**config.mk**
```make
export PLATFORM = sky130hd
export DESIGN_NAME = secuenciador_rtc
export DESIGN_NICKNAME = d
export VERILOG_FILES = /design/src/rtl/secuenciador_rtc.sv
export SDC_FILE = /design/constraint.sdc
export NUM_CORES = 1
export LEC_CHECK = 0
export ABC_AREA = 1
export CORE_MARGIN = 5
export CORE_UTILIZATION = 58
export CTS_CLUSTER_SIZE = 25
export DETAILED_ROUTE_END_ITERATION = 10
export PLACE_DENSITY_LB_ADDON = 0.05
export SYNTH_ARGS = -nofsm -noshare
export SYNTH_HDL_FRONTEND = slang
export SYNTH_SLANG_ARGS = --single-unit
```
**constraint.sdc**
```tcl
create_clock -name clk -period 5.2 [get_ports clk]
set_clock_uncertainty 0.15 [all_clocks]
set_input_delay 0.52 -clock clk [delete_from_list [all_inputs] [get_ports clk]]
set_output_delay 0.52 -clock clk [all_outputs]
set_load 0.05 [all_outputs]
```
**src/rtl/secuenciador_rtc.sv**
```systemverilog
// secuenciador_rtc: RTC transaction sequencer (init writes, periodic 6-register burst reads, user writes); final is reserved, so the handshake input is final_tx
module secuenciador_rtc #(
  parameter int unsigned PERIODO = 1_000_000,
  parameter int unsigned TIMEOUT = 64,
  parameter logic [7:0] DIR_INIT = 8'h02,
  parameter logic [7:0] INIT_D0 = 8'h10,
  parameter logic [7:0] INIT_D1 = 8'h00,
  parameter logic [7:0] DIR_BASE = 8'h21
) (
  input  logic       clk,
  input  logic       reset,
  input  logic       final_tx,
  input  logic [7:0] dato_leido,
  output logic       iniciar,
  output logic       escribe,
  output logic [7:0] direccion,
  output logic [7:0] dato,
  output logic       esc,
  input  logic       req_esc,
  input  logic [7:0] dir_usr,
  input  logic [7:0] dato_usr,
  output logic       ocupado,
  output logic [7:0] segundos,
  output logic [7:0] minutos,
  output logic [7:0] horas,
  output logic [7:0] dia,
  output logic [7:0] mes,
  output logic [7:0] anio,
  output logic       actualizado,
  output logic       error_to
);
  localparam int TW = $clog2(PERIODO);
  localparam int WW = $clog2(TIMEOUT);
  typedef enum logic [2:0] {INIT0, INIT1, IDLE, USR_WR, LECT} st_t;
  typedef enum logic [1:0] {ARRANQUE, ESPERA, PAUSA} fase_t;
  st_t st_q, st_d;
  fase_t fase_q, fase_d;
  logic [2:0] k_q, k_d;
  logic [WW-1:0] wd_q, wd_d;
  logic [TW-1:0] tmr_q, tmr_d;
  logic p_q, p_d, abort_q, abort_d, slot_q, slot_d, ref_q, ref_d;
  logic [7:0] udir_q, udir_d, udat_q, udat_d, dir_q, dir_d, dato_q, dato_d;
  logic [7:0] sh_q [6], sh_d [6], snap_q [6], snap_d [6];
  logic iniciar_q, iniciar_d, escribe_q, escribe_d, esc_q, esc_d, act_q, act_d, err_q, err_d;
  logic wrap, to, activo, load, fin, commit;
  assign wrap = tmr_q == TW'(PERIODO - 1);
  assign to = wd_q == WW'(TIMEOUT - 1);
  assign activo = st_q != IDLE;
  assign load = activo && fase_q == ARRANQUE;
  assign fin = activo && fase_q == PAUSA && p_q;
  assign commit = fin && st_q == LECT && !abort_q && k_q == 3'd5;
  always_ff @(posedge clk) begin
    if (reset) begin
      st_q <= INIT0;
      fase_q <= ARRANQUE;
      k_q <= '0;
      wd_q <= '0;
      tmr_q <= '0;
      p_q <= 1'b0;
      abort_q <= 1'b0;
      slot_q <= 1'b0;
      ref_q <= 1'b0;
      udir_q <= '0;
      udat_q <= '0;
      dir_q <= '0;
      dato_q <= '0;
      sh_q <= '{default: '0};
      snap_q <= '{default: '0};
      iniciar_q <= 1'b0;
      escribe_q <= 1'b0;
      esc_q <= 1'b0;
      act_q <= 1'b0;
      err_q <= 1'b0;
    end else begin
      st_q <= st_d;
      fase_q <= fase_d;
      k_q <= k_d;
      wd_q <= wd_d;
      tmr_q <= tmr_d;
      p_q <= p_d;
      abort_q <= abort_d;
      slot_q <= slot_d;
      ref_q <= ref_d;
      udir_q <= udir_d;
      udat_q <= udat_d;
      dir_q <= dir_d;
      dato_q <= dato_d;
      sh_q <= sh_d;
      snap_q <= snap_d;
      iniciar_q <= iniciar_d;
      escribe_q <= escribe_d;
      esc_q <= esc_d;
      act_q <= act_d;
      err_q <= err_d;
    end
  end
  always_comb begin
    st_d = st_q;
    fase_d = fase_q;
    k_d = k_q;
    wd_d = wd_q;
    p_d = p_q;
    abort_d = abort_q;
    sh_d = sh_q;
    tmr_d = wrap ? '0 : tmr_q + 1'b1;
    ref_d = ref_q | wrap;
    slot_d = slot_q | req_esc;
    udir_d = (req_esc && !slot_q) ? dir_usr : udir_q;
    udat_d = (req_esc && !slot_q) ? dato_usr : udat_q;
    if (!activo) begin
      fase_d = ARRANQUE;
      k_d = '0;
      if (slot_q) st_d = USR_WR;
      else if (ref_q) begin
        st_d = LECT;
        ref_d = wrap;
      end
    end else begin
      case (fase_q)
        ARRANQUE: begin
          fase_d = ESPERA;
          wd_d = '0;
          abort_d = 1'b0;
        end
        ESPERA: begin
          if (final_tx) begin
            fase_d = PAUSA;
            p_d = 1'b0;
            if (st_q == LECT) sh_d[k_q] = dato_leido;
          end else if (to) begin
            fase_d = PAUSA;
            p_d = 1'b0;
            abort_d = 1'b1;
          end else wd_d = wd_q + 1'b1;
        end
        default: begin
          p_d = 1'b1;
          if (p_q) begin
            fase_d = ARRANQUE;
            case (st_q)
              INIT0: st_d = abort_q ? INIT0 : INIT1;
              INIT1: begin
                st_d = abort_q ? INIT0 : IDLE;
                ref_d = !abort_q || ref_d;
              end
              USR_WR: begin
                st_d = IDLE;
                slot_d = 1'b0;
              end
              default: begin
                st_d = (abort_q || k_q == 3'd5) ? IDLE : LECT;
                k_d = k_q + 1'b1;
              end
            endcase
          end
        end
      endcase
    end
  end
  always_comb begin
    iniciar_d = load || (activo && fase_q == ESPERA && !final_tx && !to);
    escribe_d = load ? st_q != LECT : escribe_q;
    dir_d = load ? (st_q == LECT ? DIR_BASE + {5'd0, k_q} : st_q == USR_WR ? udir_q : DIR_INIT) : dir_q;
    dato_d = load ? (st_q == LECT ? 8'h00 : st_q == USR_WR ? udat_q : st_q == INIT0 ? INIT_D0 : INIT_D1) : dato_q;
    esc_d = activo && (load ? st_q == LECT : esc_q);
    act_d = commit;
    err_d = activo && fase_q == ESPERA && !final_tx && to;
    snap_d = snap_q;
    if (commit) snap_d = sh_q;
  end
  assign iniciar = iniciar_q;
  assign escribe = escribe_q;
  assign direccion = dir_q;
  assign dato = dato_q;
  assign esc = esc_q;
  assign ocupado = slot_q;
  assign actualizado = act_q;
  assign error_to = err_q;
  assign segundos = snap_q[0];
  assign minutos = snap_q[1];
  assign horas = snap_q[2];
  assign dia = snap_q[3];
  assign mes = snap_q[4];
  assign anio = snap_q[5];
endmodule

```
==> tab_implementation.tex <==
\begin{tabular}{lr}
\hline
Metric & Value \\
\hline
\multicolumn{2}{l}{\textbf{Floorplan}} \\
\quad I/O pin count & 98 \\
\quad Site Rows & 39 \\
\quad Placeable core region & 0.0115 mm\^{}2 \\
\quad Initial Utilization & 59.4\% \\
\quad DIE AREA & 0.0140 mm\^{}2 \\
\quad Die Width & 118 um \\
\quad Die Y-Extent & 118 um \\
\multicolumn{2}{l}{\textbf{CTS}} \\
\quad Clock buffer depth & 2 \\
\quad Cell at the root of the clock tree & sky130\_fd\_sc\_hd\_\_clkbuf\_16 \\
\quad Number of buffers inserted during clock tree synthesis & 17 \\
\quad Hold-fix buffer count after cts & 0 \\
\quad Clock latency at the later pin of the worst-skew pair & 0.42 ns \\
\quad CTS tree & yes \\
\quad Post-CTS setup buffers & 0 \\
\quad Post-cts sizing count & 0 \\
\quad Total number of clock tree sinks & 171 \\
\quad Clock H-tree levels & 4 \\
\quad Clock slew seen by the registers of the worst setup and hold paths & 0.06 ns \\
\multicolumn{2}{l}{\textbf{Setup path}} \\
\quad Peak fanout along the critical path & 50 \\
\quad Kind of start point of the critical path & flip-flop \\
\quad Critical path arrival & 3.02 ns \\
\quad Setup CP Type & flip-flop to flip-flop \\
\quad Capturing element type of the critical path & flip-flop \\
\quad Crit path required time & 5.38 ns \\
\multicolumn{2}{l}{\textbf{Routing}} \\
\quad Number of iterations in the first detailed-routing pass & 5 \\
\quad Initial DRC Count & 417 \\
\quad Total wire length & 15800 um \\
\quad Remaining number of nets flagged by the antenna check after routing & 0 \\
\quad Detailed-route wire length per cell & 14.0 um \\
\quad Vias/cell & 5.37 \\
\quad Via count & 6093 \\
\quad Remaining routing DRC violations & 0 \\
\multicolumn{2}{l}{\textbf{Placement}} \\
\quad Half-perimeter wire length after detailed placement & 11000 um \\
\quad Count of port buffers added during placement & 97 \\
\quad Placer's final routability congestion estimate & 0.952 \\
\multicolumn{2}{l}{\textbf{Power and ir drop}} \\
\quad Power density normalized to cell area & 336 mW/mm\^{}2 \\
\quad Max rail drop VDD & 254 uV \\
\quad LEAKAGE & 0.00328 uW \\
\multicolumn{2}{l}{\textbf{Logic synthesis}} \\
\quad Average instance area after synthesis & 7.60 um\^{}2 \\
\quad Total nets after synthesis & 929 \\
\quad Proportion of synthesized chip area in sequential cells & 50.2\% \\
\quad Number of warning messages in the yosys log & 0 \\
\quad Most used flip-flop cell after synthesis & sky130\_fd\_sc\_hd\_\_dfxtp\_1 \\
\quad Mapped Cells & 897 \\
\quad Post-synthesis instance area & 0.00681 mm\^{}2 \\
\quad Seq cells post-synth & 171 \\
\quad Post-synth cell types & 31 \\
\quad FFs w/ async S/R, synth & 0\% \\
\quad Number of synthesized flops with an enable pin & 0 \\
\multicolumn{2}{l}{\textbf{Timing}} \\
\quad Setup repair after global routing missed its margin & no \\
\quad Post-route worst hold slack & 0.297 ns \\
\quad Final setup violation count & 0 \\
\quad Fin. Hold Viols & 0 \\
\quad Upper clock frequency limit & 352 MHz \\
\quad Sum of negative setup slack & 0 ns \\
\quad Slew of the pin with the lowest slew margin & 0.895 ns \\
\quad Final period util & 54.6\% \\
\quad Final Max Tran Viols & 0 \\
\quad Minimum clock period & 2.84 ns \\
\quad Worst slew margin relative to its limit & 40.3\% \\
\multicolumn{2}{l}{\textbf{Global routing}} \\
\quad Global Route Usage Sum & 22.8\% \\
\quad Initial antenna violation count & 0 \\
\quad Met1 GRT Util & 28.7\% \\
\quad Wire length of the first global-routing pass & 26600 um \\
\quad Total congestion overflow & 0 \\
\quad GR peak layer & met2 \\
\quad Vias in the first global route & 5628 \\
\quad GR Util met3 & 5.54\% \\
\quad Largest net degree at the start of global routing & 79 \\
\quad Met2 Resource Use GR & 37.9\% \\
\multicolumn{2}{l}{\textbf{Job}} \\
\quad Max-capacitance violation count & 0 \\
\multicolumn{2}{l}{\textbf{Cells and area}} \\
\quad Number of antenna cells inserted & 0 \\
\quad Synth-to-Final Area Change & 23.0\% \\
\quad Most common library cell in the layout ignoring fill and taps & sky130\_fd\_sc\_hd\_\_nor2\_1 \\
\quad Net count reported at finish & 1011 \\
\quad Layout cells sized above 1 & 7.16\% \\
\quad Commonest cells after routing, fill and taps aside & sky130\_fd\_sc\_hd\_\_nor2\_1, sky130\_fd\_sc\_hd\_\_dfxtp\_1, sky130\_fd\_sc\_hd\_\_nand2\_1, sky130\_fd\_sc\_hd\_\_clkdlybuf4s50\_1, sky130\_fd\_sc\_hd\_\_a21oi\_1 \\
\quad Filler cells & 899 \\
\multicolumn{2}{l}{\textbf{Min path}} \\
\quad Path class of the lowest-slack min-delay path & flip-flop to flip-flop \\
\multicolumn{2}{l}{\textbf{Run status}} \\
\quad Result of the run & complete, no violations \\
\hline
\end{tabular}
-- cell usage after synthesis, drive strengths merged (4+ instances only) --
library cell,n,area (um^2)
nor2,194,764
dfxtp,171,3420
nand2,146,568
a21oi,76,380
inv,73,274
o21ai,66,330
nand3,55,285
nor3,50,350
buf,18,123
clkbuf,18,67.6
nand4,8,50.1
ha,4,50.1
xnor2,4,35.0
-- flip-flops by register name, indices dropped and copies added, names as in the netlist, 8 cells and up --
register / flops
dia: 8
direccion: 8
sh_q: 48
anio: 8
udat_q: 8
minutos: 8
dato: 8
horas: 8
tmr_q: 20
segundos: 8
udir_q: 8
mes: 8
-- layer usage --
metal | up-vias | share of wire [%]
li1 | 3070 | -
met1 | 2813 | 43
met2 | 184 | 49
met3 | 26 | 5.7
met4 | 0 | 1.8
met5 | - | 0
-- kinds of logic (layout without fill, tap and decap cells) --
group	Yosys count	in the layout	synth area share, %
XOR/XNOR	7	7	0.900
AND/OR/NAND/NOR	461	461	30.6
adder cells (fa/ha/maj)	4	4	0.735
AO/OA/AOI/OAI	145	145	10.7
flip-flops	171	171	50.2
buffers and inverters	109	204	6.81
-- path summary, 6_finish.rpt --
check | start | endpoint | slack (ns) | cells after the start
worst min register to register | sh_q[38] | sh_q[38] | 0.30 | 2
worst max register to register | k_q[0] | anio[4] | 2.36 | 7
worst min-delay path | sh_q[38] | sh_q[38] | 0.30 | 2
worst max-delay path | k_q[0] | anio[4] | 2.36 | 7
-- per-stage QoR --
stage,power (uW),std cells,utilization [%],area (um^2),worst slack [ns]
6_report,2820,1135,73.1,8380,2.36
5_1_grt,2920,1135,73.1,8380,2.05
4_1_cts,2830,1135,73.1,8380,2.34
3_5_place_dp,1570,1103,67.9,7780,2.36
3_3_place_gp,1560,1103,67.9,7780,2.56
2_1_floorplan,1500,897,-,6810,3.42
-- report_power, final --
| part | internal [uW] | switching, uW |
|---|---|---|
| registers | 1340 | 18.4 |
| clock network | 792 | 485 |
| logic | 61.0 | 125 |
| total | 2190 | 629 |
-- final cells by class --
| class | count | area, um^2 | share of cell area (%) |
|---|---|---|---|
| multi-input combinational | 617 | 2930 | 34.9 |
| sequential | 171 | 3420 | 40.8 |
| tap | 143 | 179 | 2.13 |
| clock inverter | 7 | 113 | 1.34 |
| inverter | 73 | 274 | 3.27 |
| clock buffer | 25 | 485 | 5.79 |
| timing repair buffer | 99 | 981 | 11.7 |
-- worst max-delay path: stages, from the launching register on --
cell and delay, ns:
sky130_fd_sc_hd__dfxtp_1 0.52, sky130_fd_sc_hd__ha_1 0.21, sky130_fd_sc_hd__nand2_1 0.09, sky130_fd_sc_hd__nor2_1 0.22, sky130_fd_sc_hd__nand3b_4 0.45, sky130_fd_sc_hd__inv_2 0.80
sky130_fd_sc_hd__nor2_1 0.08, sky130_fd_sc_hd__nor3_1 0.19
Power figures use the tool's default switching activity.
